### config.mk
export PLATFORM = sky130hd
export DESIGN_NAME = guess_entry
export DESIGN_NICKNAME = d
export VERILOG_FILES = /design/src/rtl/guess_entry.sv
export SDC_FILE = /design/constraint.sdc
export NUM_CORES = 1
export LEC_CHECK = 0
export ABC_AREA = 1
export CAP_MARGIN = 20
export CELL_PAD_IN_SITES_DETAIL_PLACEMENT = 0
export CELL_PAD_IN_SITES_GLOBAL_PLACEMENT = 1
export CORE_ASPECT_RATIO = 1.5
export CORE_UTILIZATION = 32
export DETAILED_ROUTE_END_ITERATION = 7
export MAX_ROUTING_LAYER = met4
export PLACE_DENSITY_LB_ADDON = 0.1
export SYNTH_ARGS = -nofsm -noshare
export SYNTH_HDL_FRONTEND = slang
export SYNTH_SLANG_ARGS = --single-unit
### constraint.sdc
create_clock -name clk -period 1.15 [get_ports clk]
set_input_delay 0.2875 -clock clk [delete_from_list [all_inputs] [get_ports clk]]
set_output_delay 0.2875 -clock clk [all_outputs]
set_load 0.02 [all_outputs]
### src/rtl/guess_entry.sv
// Digit-entry stage for 1A2B: edits a BCD guess under a cursor and offers it over valid/ready.
// Optional duplicate-digit check enabled by defining GUESS_ENTRY_DISTINCT_CHECK_EN.
module guess_entry #(
    parameter int unsigned DIGITS = 4,
    parameter bit          WRAP   = 1'b1
) (
    input  logic                  clk,
    input  logic                  rst,
    input  logic                  en,
    input  logic                  btn_up,
    input  logic                  btn_down,
    input  logic                  btn_left,
    input  logic                  btn_right,
    input  logic                  btn_enter,
    input  logic                  btn_clear,
    output logic [4*DIGITS-1:0]   guess,
    output logic [2:0]            cursor,
    output logic                  guess_valid,
    input  logic                  guess_ready,
    output logic                  dup_err,
    output logic [DIGITS-1:0]     dup_mask
);

    localparam logic [2:0] CUR_MSB = 3'(DIGITS - 1);

    typedef enum logic {
        EDIT  = 1'b0,
        OFFER = 1'b1
    } state_t;

    state_t     state_q, state_d;
    logic [3:0] digits_q [DIGITS];
    logic [3:0] digits_d [DIGITS];
    logic [2:0] cursor_q, cursor_d;

`ifdef GUESS_ENTRY_DISTINCT_CHECK_EN
    logic [DIGITS-1:0] dup_c;
    logic              dup_err_d;
    logic              dup_err_q;
    logic [DIGITS-1:0] dup_mask_q;

    // Pairwise comparator: flag every digit that matches some other digit
    always_comb begin
        dup_c = '0;
        for (int unsigned i = 0; i < DIGITS; i++) begin
            for (int unsigned j = 0; j < DIGITS; j++) begin
                if (i != j && digits_q[i] == digits_q[j]) begin
                    dup_c[i] = 1'b1;
                end
            end
        end
    end
`endif

    // Next-state: clear > enter > digit > cursor, evaluated only in EDIT with en
    always_comb begin
        state_d  = state_q;
        digits_d = digits_q;
        cursor_d = cursor_q;
`ifdef GUESS_ENTRY_DISTINCT_CHECK_EN
        dup_err_d = 1'b0;
`endif
        case (state_q)
            EDIT: begin
                if (en) begin
                    if (btn_clear) begin
                        for (int unsigned i = 0; i < DIGITS; i++) begin
                            digits_d[i] = 4'(i);
                        end
                        cursor_d = CUR_MSB;
                    end else if (btn_enter) begin
`ifdef GUESS_ENTRY_DISTINCT_CHECK_EN
                        if (|dup_c) begin
                            dup_err_d = 1'b1;
                        end else begin
                            state_d = OFFER;
                        end
`else
                        state_d = OFFER;
`endif
                    end else if (btn_up || btn_down) begin
                        for (int unsigned i = 0; i < DIGITS; i++) begin
                            if (cursor_q == 3'(i)) begin
                                if (btn_up && !btn_down) begin
                                    digits_d[i] = (digits_q[i] == 4'd9) ? 4'd0 : digits_q[i] + 4'd1;
                                end else if (btn_down && !btn_up) begin
                                    digits_d[i] = (digits_q[i] == 4'd0) ? 4'd9 : digits_q[i] - 4'd1;
                                end
                            end
                        end
                    end else if (btn_left && !btn_right) begin
                        cursor_d = (cursor_q == CUR_MSB) ? (WRAP ? 3'd0 : cursor_q) : cursor_q + 3'd1;
                    end else if (btn_right && !btn_left) begin
                        cursor_d = (cursor_q == 3'd0) ? (WRAP ? CUR_MSB : cursor_q) : cursor_q - 3'd1;
                    end
                end
            end
            OFFER: begin
                if (guess_ready) begin
                    state_d = EDIT;
                end
            end
            default: state_d = EDIT;
        endcase
    end

    always_ff @(posedge clk) begin
        if (rst) begin
            state_q  <= EDIT;
            cursor_q <= CUR_MSB;
            for (int unsigned i = 0; i < DIGITS; i++) begin
                digits_q[i] <= 4'(i);
            end
        end else begin
            state_q  <= state_d;
            cursor_q <= cursor_d;
            digits_q <= digits_d;
        end
    end

`ifdef GUESS_ENTRY_DISTINCT_CHECK_EN
    // dup_mask tracks the digits held during the previous cycle
    always_ff @(posedge clk) begin
        if (rst) begin
            dup_err_q  <= 1'b0;
            dup_mask_q <= '0;
        end else begin
            dup_err_q  <= dup_err_d;
            dup_mask_q <= dup_c;
        end
    end

    assign dup_err  = dup_err_q;
    assign dup_mask = dup_mask_q;
`else
    assign dup_err  = 1'b0;
    assign dup_mask = '0;
`endif

    always_comb begin
        for (int unsigned i = 0; i < DIGITS; i++) begin
            guess[4*i +: 4] = digits_q[i];
        end
    end

    assign cursor      = cursor_q;
    assign guess_valid = (state_q == OFFER);

endmodule

==> metrics.txt <==
status=finished, violations left; failing checks=setup timing; P&R area growth vs syn=54.1%; Chip Height=90.6 um; final clock period utilization by the worst path=1.11; via count=1919; Nets=367; I/O pin count=35; largest cells by area after synthesis=dfxtp_1 24%, nand2_1 17%, nor2_1 7.8%, nand3_1 7.8%, inv_1 7.0%; filler instances=540; r2r setup slk=-0.13 ns; final worst setup slack=-0.126 ns; GRT Total Usage=0.191; max-cap viol count=0; Detailed Route WL=4.84 mm; antenna-violating nets left=0; # DRC=0; peak supply drop=329 uV; CP cell instances=buf_4, ha_4, a21oi_2, nand3b_4, inv_4, nand2_1, nand2_1, nor2_1; Via density=4.65; Crit-path slowest cell=dfxtp_4; #FFs+latches synth=20; count of final setup violators=19; Setup CP Type=reg2reg; fin cells=413; IO buf count=29; Critical Path End Type=flop; largest net degree at the start of global routing=14; largest area contributor in the netlist=dfxtp_1; Tmin final=1.28 ns; Clock Skew=0.00434 ns; post-synth design cell area=1670 um2; Hold Path Class=in2reg; std cell rows=31; layout cells sized above 1=0.444; Initial Util=0.340; TritonCTS clock tree=done; Slew Limit Fails=0; ys flop type=dfxtp_1; PwrDens=735 nW/um2; WL/cell=11.7 um; Post-Synthesis Mean Instance Area=6.18 um2; Largest stage delay, worst path=0.37 ns; clock-pin slew on the worst setup and hold paths=0.08 ns; Crit Path Max Fanout=6; setup TNS=-1.38 ns; area of the multi-input gates=1290 um2; Die ar.=5530 um2; Post-DP Area=2410 um2; register area=427 um2; root buffer cell=clkbuf_8; Core Box Area=4930 um2; asr flop ratio synth=0; post-synth cell types=29; DR iter-0 viols=51; Num CTS Buffers=3; CTS Buffer Depth=2; first-pass GRT wire length=7.88 mm; gr ovfl total=0; GPL Wtd Cong=0.844; Post-synth EDFFs=0; Top Family by Delay on Critical Path=simple AND/OR/NAND/NOR gates; top-area cell type share of the netlist area=0.239; synthesized instance count=271; initial antenna violation count=0; post-layout instance area=2580 um2; Buf+Inv Stages, Crit Path=2; Ant. Diodes=0; final hold violation count=0; fmax=0.784 GHz; Skew-Pair Late Insertion Delay=0.26 ns; vias in the first global route=1822; hold-fix buffers at CTS=0; Worst Path Arrival=1.49 ns; RSZ-0062 raised after global routing=true; post-DP HPWL=3.79 mm; CTS Sinks=20; kind of start point of the critical path=flop; Die X=61.1 um; 1st-pass router iterations=6; sequential share of the synthesized area=0.239; htree depth=1; Ys Warns=0; crit-path most repeated cell=nand2_1; P_leak=1.24 nW; Placed Instances=404; Req. time, crit path=1.36 ns
## flip-flops by register name, summed over array words and instances, names as in the netlist
signal,flops
guess,16
guess_valid,1
cursor,3
## final timing paths
check / start / endpoint / depth (start not counted)
setup / recovery: cursor[1] / guess[11] / 8
hold / removal: en / guess_valid / 3
setup reg to reg: cursor[1] / guess[11] / 8
hold reg to reg: guess_valid / guess_valid / 3
## where the power goes
group | total [mW] | switching, mW | internal [mW]
combinational | 0.652 | 0.377 | 0.275
clock | 0.500 | 0.253 | 0.247
sequential | 0.745 | 0.0265 | 0.718
## cells in the final DEF (no fill, tap or decap), drive strengths merged
cell / Yosys / final
nand2: 79 / 79
buf: 9 / 68
nor2: 39 / 39
inv: 34 / 34
nand3: 27 / 27
dfxtp: 20 / 20
a21oi: 16 / 16
o21ai: 16 / 16
ha: 9 / 9
o211ai: 8 / 8
dlygate4sd2: 0 / 7
nand4: 5 / 5
conb: 1 / 5
clkbuf: 1 / 5
xor2: 2 / 2
clkdlybuf4s50: 0 / 2
a22oi: 1 / 1
clkinv: 1 / 1
nand3b: 1 / 1
or2: 1 / 1
o21a: 1 / 1
## stage by stage
| step | power, mW | util | setup slack [ns] | hold slack, ns |
|---|---|---|---|---|
| after floorplan | 1.12 | - | -0.0526 | 0.386 |
| after global placement | 1.36 | 0.489 | -0.551 | 0.525 |
| after detailed placement | 1.36 | 0.489 | -0.584 | 0.528 |
| after CTS | 1.90 | 0.509 | -0.109 | 0.446 |
| after global routing | 2.02 | 0.524 | -0.204 | 0.474 |
| final | 1.90 | 0.524 | -0.126 | 0.450 |
## repair_timing
item | in CTS | in global routing
resized for setup | 120 | 33
pin swaps | 18 | 16
setup buffers | 2 | 3
setup endpoints to repair | 39 | 26
## logic make-up (layout without fill, tap and decap cells)
kind of cell	Yosys count	after routing	share of synthesized area
DFF	20	20	0.239
xor gates and xnor gates	2	2	0.0105
and+or+nand+nor	152	152	0.412
buffers and inverters	45	117	0.126
other	1	5	0.00224
adders and majority gates	9	9	0.0673
AOI/OAI and AO/OA	42	42	0.143
## Yosys cell counts, types with 3 or more instances
library cell and number:
nand4_1 5, inv_1 31, nand3_1 26, nand2_2 3
a21oi_1 15, nor2_1 35, dfxtp_1 20, nand2_1 76
o21ai_0 16, o211ai_1 8, ha_1 9, buf_4 6
## layout make-up
type | instances | share of cell area
inverters | 35 | 0.0597
multi-input cells | 210 | 0.500
repair buffers | 78 | 0.226
clock buffers | 4 | 0.0175
flip-flops and latches | 20 | 0.165
well taps | 66 | 0.0320
## routing by layer
metal	routed length, um	global-route usage	vias up
li1	-	-	1015
met1	1900	0.195	868
met2	2780	0.354	30
met3	94	0.0129	6
met4	64	0.0777	0
met5	0	-	-
## worst min-delay path: cells and delay by family
family	cells	cell delay, ns
and+or+nand+nor	1	0.08
AOI/OAI and AO/OA	1	0.05
buffers and inverters	1	0.26
Power figures use the tool's default switching activity.
==> patch 1, RTL diff (same flow settings) <==
Add a define of `GUESS_ENTRY_DISTINCT_CHECK_EN`.
--- a/src/rtl/guess_entry.sv
+++ b/src/rtl/guess_entry.sv
@@ -2,2 +2,4 @@
 // Optional duplicate-digit check enabled by defining GUESS_ENTRY_DISTINCT_CHECK_EN.
+`define GUESS_ENTRY_DISTINCT_CHECK_EN
+
 module guess_entry #(
Function: changed (Yosys sat finds a counterexample within 4 cycles, from zero or initial values and one cycle with rst high).
==> patch 1 against the original RTL <==
- the flow finishes with violations (DRC, setup timing)
- area after synthesis grew 37%
- power grew 57%
- design area grew 64%
- clock skew grew 0.0054 ns
- worst setup slack lost 0.045 ns
- non-clock buffer count grew 58
- cell count grew 37%
- maximum frequency shrank 3.4%
- wire length grew 67%
- sequential cell count grew 5
- sequential power grew 32%
==> patch 1: results (changes against the original RTL) <==
| Metric | Value |
|---|---|
| Result of the run | finished with violations (unchanged) |
| Violated checks | DRC, setup timing (was setup timing) |
| Reported leakage power | 1.91 nW (was 1.24 nW) |
| Worst vdd ir | 555 uV (was 329 uV) |
| Fraction of final layout cells sized beyond drive strength 1 | 62.0% (was 44.4%) |
| Via count of the first global-routing pass | 2670 (was 1822) |
| Total routing usage reported by global routing | 21.6% (was 19.1%) |
| Wire length of the first global-routing pass | 12.4 mm (was 7.88 mm) |
| Count of buffers from port buffering | 34 (was 29) |
| DP HPWL | 5.67 mm (was 3.79 mm) |
| Clock-pin slew on the worst setup and hold paths | 0.11 ns (was 0.08 ns) |
| Post-route worst setup slack | -0.171 ns (was -0.126 ns) |
| Fin Clk Skew | 0.00974 ns (was 0.00434 ns) |
| Number of DRC markers after the initial detailed-route iteration | 97 (was 51) |
| Post-Place Setup Slack | -0.586 ns (was -0.584 ns) |
| DRC errors left | 2 (was 0) |
| Synth cell types | 32 (was 29) |
| Most area-consuming cells after synthesis | dfxtp_1 (22%), nand2_1 (20%), ha_1 (6.5%) (was dfxtp_1 (24%), nand2_1 (17%), nor2_1 (7.8%)) |
| Class of the most critical hold timing path | reg -> reg (was in -> reg) |
| Post-Route WL | 8.08 mm (was 4.84 mm) |
| Post-Synth Adder-Cell Area | 6.53% (was 6.73%) |
| Area of placed instances | 3320 sq um (was 2410 sq um) |
| Clock insertion delay at the later pin of the skew report | 0.28 ns (was 0.26 ns) |
| Setup-failing EPs final | 35 (was 19) |
| Vias after detailed routing | 2758 (was 1919) |
| Final std cells w/o fill | 565 (was 413) |
| Compound-gate portion of the synthesized area | 13.0% (was 14.3%) |
| Prevailing post-synth register cell | dfxtp_1 (unchanged) |
| Filler instances | 649 (was 540) |
| Final net count | 510 (was 367) |
| Seq/Total Area, Yosys | 21.8% (was 23.9%) |
| Leading cell types by count after synthesis | nand2_1 (120), a21oi_1 (29), nand3_1 (26), dfxtp_1 (25), nor2_1 (24) (was nand2_1 (76), nor2_1 (35), inv_1 (31), nand3_1 (26), dfxtp_1 (20)) |
| Cell count after synthesis | 364 (was 271) |
## patch 1: cell types whose count changed in the layout (fill, tap and decap cells not counted), moves of 11 or more
cell	unedited run	this run
nand2_1	62	87
nand2_2	13	27
dfxtp_4	4	18
buf_6	1	45
a21oi_2	8	19
nand3_1	23	11
nor2_1	27	13
buf_4	48	70
## patch 1: per-layer routing
layer / part of all wire, % / wire length, um / up-vias / track usage [%]
met5: 0 / 0 / - / -
met4: 1.0 / 84 / 0 / 6.14
met3: 1.1 / 90 / 4 / 1.53
met2: 57 / 4570 / 30 / 40.7
met1: 41 / 3340 / 1312 / 23.7
li1: - / - / 1412 / -
## patch 1: cell type report
cell class,instances,area share (%)
well taps,78,2.31
inverters,42,4.97
repair buffers,136,29.4
multi-input cells,280,48.7
flip-flops and latches,25,13.5
clock buffers,3,0.977
clock inverters,1,0.178
## patch 1: logic make-up (layout without fill, tap and decap cells)
family / after synthesis / count (layout)
simple gates: 201 / 201
xor+xnor: 11 / 11
flops: 25 / 25
fa+ha+maj: 12 / 12
buf+inv: 59 / 182
compound gates: 56 / 56
## patch 1: stage by stage
stage	power, mW	utilization, %
after floorplan	1.65	-
after global placement	2.04	48.1
after detailed placement	2.04	48.1
after CTS	2.71	52.3
after global routing	3.16	61.3
final	2.98	61.3
## patch 1: worst max-delay path, stage by stage (launching register included)
cell,delay [ns]
dfxtp_4,0.43
inv_6,0.06
buf_4,0.14
ha_4,0.15
o211ai_1,0.20
nand3_1,0.15
a21oi_2,0.14
## patch 1: what timing repair did
item,in CTS,in global routing
setup endpoints to repair,50,44
gates resized for setup,187,128
buffers inserted,12,25
pin swaps,38,60
hold buffers,0,0
## patch 1: worst paths after layout
| kind | from | to | slack, ns | cells past startpoint |
|---|---|---|---|---|
| worst min-delay path | guess[7] | guess[7] | 0.54 | 2 |
| worst max register to register | cursor[0] | cursor[2] | -0.17 | 6 |
| worst min register to register | guess[7] | guess[7] | 0.54 | 2 |
| worst max-delay path | cursor[0] | cursor[2] | -0.17 | 6 |
## patch 1: power breakdown
part | switching (mW) | total [mW] | internal [mW] | leakage, nW
Sequential | 0.0836 | 0.985 | 0.901 | 0.214
Combinational | 0.741 | 1.42 | 0.676 | 1.67
Clock | 0.328 | 0.574 | 0.246 | 0.0217
==> patch 2, RTL diff (config.mk and constraints unchanged) <==
Without the edit above. Add an input register stage for `btn_up`, `btn_down`, `btn_left`, `btn_right`, `btn_enter` and `btn_clear`, with the module's reset; this delays them by one clock. The other inputs are not delayed to match.
--- a/src/rtl/guess_entry.sv
+++ b/src/rtl/guess_entry.sv
@@ -29,2 +29,27 @@
     } state_t;
+
+    logic btn_up_q;
+    logic btn_down_q;
+    logic btn_left_q;
+    logic btn_right_q;
+    logic btn_enter_q;
+    logic btn_clear_q;
+
+    always_ff @(posedge clk) begin
+        if (rst) begin
+            btn_up_q    <= '0;
+            btn_down_q  <= '0;
+            btn_left_q  <= '0;
+            btn_right_q <= '0;
+            btn_enter_q <= '0;
+            btn_clear_q <= '0;
+        end else begin
+            btn_up_q    <= btn_up;
+            btn_down_q  <= btn_down;
+            btn_left_q  <= btn_left;
+            btn_right_q <= btn_right;
+            btn_enter_q <= btn_enter;
+            btn_clear_q <= btn_clear;
+        end
+    end
 
@@ -65,3 +90,3 @@
                 if (en) begin
-                    if (btn_clear) begin
+                    if (btn_clear_q) begin
                         for (int unsigned i = 0; i < DIGITS; i++) begin
@@ -70,3 +95,3 @@
                         cursor_d = CUR_MSB;
-                    end else if (btn_enter) begin
+                    end else if (btn_enter_q) begin
 `ifdef GUESS_ENTRY_DISTINCT_CHECK_EN
@@ -80,8 +105,8 @@
 `endif
-                    end else if (btn_up || btn_down) begin
+                    end else if (btn_up_q || btn_down_q) begin
                         for (int unsigned i = 0; i < DIGITS; i++) begin
                             if (cursor_q == 3'(i)) begin
-                                if (btn_up && !btn_down) begin
+                                if (btn_up_q && !btn_down_q) begin
                                     digits_d[i] = (digits_q[i] == 4'd9) ? 4'd0 : digits_q[i] + 4'd1;
-                                end else if (btn_down && !btn_up) begin
+                                end else if (btn_down_q && !btn_up_q) begin
                                     digits_d[i] = (digits_q[i] == 4'd0) ? 4'd9 : digits_q[i] - 4'd1;
@@ -90,5 +115,5 @@
                         end
-                    end else if (btn_left && !btn_right) begin
+                    end else if (btn_left_q && !btn_right_q) begin
                         cursor_d = (cursor_q == CUR_MSB) ? (WRAP ? 3'd0 : cursor_q) : cursor_q + 3'd1;
-                    end else if (btn_right && !btn_left) begin
+                    end else if (btn_right_q && !btn_left_q) begin
                         cursor_d = (cursor_q == 3'd0) ? (WRAP ? CUR_MSB : cursor_q) : cursor_q - 3'd1;
Check against the original RTL: not equivalent (a bounded check fails within 4 cycles, from zero or initial values and one cycle with rst high).
==> patch 2 against the original RTL <==
- the run still ends with setup timing left
- worst setup slack better by 0.014 ns
- sequential cell count up 6
- wire length up 2.7%
- sequential power up 33%
- design area up 8.0%
- first-iteration DRC count up 39%
- area after synthesis up 9.7%
- power up 26%
==> patch 2: results (changes against the original RTL) <==
| Metric | Value |
|---|---|
| Proportion of total power due to net switching | 33.5% (was 34.6%) |
| Pin count of the biggest net entering global routing | 15 (was 14) |
| Post-Place Setup Slack | -0.535 ns (was -0.584 ns) |
| First-pass detailed-route iteration total | 4 (was 6) |
| Clock insertion delay at the later pin of the skew report | 0.28 ns (was 0.26 ns) |
| Post-route worst setup slack | -0.112 ns (was -0.126 ns) |
| Reported leakage power | 1.27 nW (was 1.24 nW) |
| Clock-pin slew on the worst setup and hold paths | 0.10 ns (was 0.08 ns) |
| Number of DRC markers after the initial detailed-route iteration | 71 (was 51) |
| Cell count after synthesis | 283 (was 271) |
| Area of placed instances | 2560 sq um (was 2410 sq um) |
| Origin of the worst min-delay path | btn_up (was en) |
| Terminating pin of the worst hold path | btn_up_q (was guess_valid) |
| Worst vdd ir | 403 uV (was 329 uV) |
| Most area-consuming cells after synthesis | dfxtp_1 (28%), nand2_1 (13%), nor2_1 (7.4%) (was dfxtp_1 (24%), nand2_1 (17%), nor2_1 (7.8%)) |
| Routability-driven placement congestion ratio | 0.853 (was 0.844) |
| Result of the run | finished with violations (unchanged) |
| Footprint of the multi-input gates | 1330 sq um (was 1290 sq um) |
| Post-Route WL | 4.98 mm (was 4.84 mm) |
| Mean number of vias per cell | 4.68 (was 4.65) |
| Worst path max stage delay | 0.39 ns (was 0.37 ns) |
| Final net count | 378 (was 367) |
| Maximum fanout count along the critical path | 5 (was 6) |
| Fraction of final layout cells sized beyond drive strength 1 | 43.6% (was 44.4%) |
| Violated checks | setup timing (unchanged) |
| Total negative setup slack | -0.957 ns (was -1.38 ns) |
| Synth cell types | 27 (was 29) |
| DP HPWL | 3.86 mm (was 3.79 mm) |
| Setup-failing EPs final | 17 (was 19) |
| Seq/Total Area, Yosys | 28.3% (was 23.9%) |
| Endpoint of the most critical register-to-register path | guess[7] (was guess[11]) |
| Via count of the first global-routing pass | 1915 (was 1822) |
[patch 2: layer usage]
metal  global-route usage [%]  vias to the layer above  part of all wire, %
met5                        -                        -                    0
met1                     19.2                      908                   41
li1                         -                     1063                    -
met4                     5.87                        0                  1.0
met3                     1.69                        4                  2.0
met2                     33.4                       30                   56
[patch 2: final cells by class]
type	count	area share (%)
inverter	38	6.02
timing repair buffer	77	21.2
clock buffer	4	1.98
tap	70	3.14
multi-input combinational	213	47.7
sequential	26	19.9
[patch 2: what timing repair did]
action / 4_1_cts / 5_1_grt
cloned: 0 / 0
setup endpoints to repair: 39 / 22
resized for setup: 107 / 53
buffers inserted: 1 / 6
pin swaps: 10 / 20
[patch 2: worst max-delay path by stage]
stage                          from         to  slack [ns]  cells after the start
final                     cursor[1]   guess[7]       -0.11                      8
after global routing      cursor[1]   guess[7]       -0.19                      8
after CTS                 cursor[0]   guess[1]       -0.09                      8
after detailed placement         en   guess[1]       -0.54                      7
after global placement           en   guess[1]       -0.46                      7
after floorplan           cursor[0]  guess[12]       -0.02                      6
[patch 2: cells by family after synthesis]
| group | count (synthesis) | share of synthesized area (%) |
|---|---|---|
| simple gates | 142 | 37.4 |
| compound gates | 57 | 16.6 |
| buf+inv | 48 | 11.3 |
| flops | 26 | 28.3 |
| fa+ha+maj | 9 | 6.13 |
| other cells | 1 | 0.204 |
[patch 2: power by group through the flow]
stage | logic, mW | registers, mW | clock network, mW
floorplan | 0.380 | 1.05 | 0
global placement | 0.703 | 1.00 | 0
detailed placement | 0.702 | 1.00 | 0
CTS | 0.698 | 0.983 | 0.641
global route | 0.852 | 0.998 | 0.681
finish | 0.771 | 0.989 | 0.622
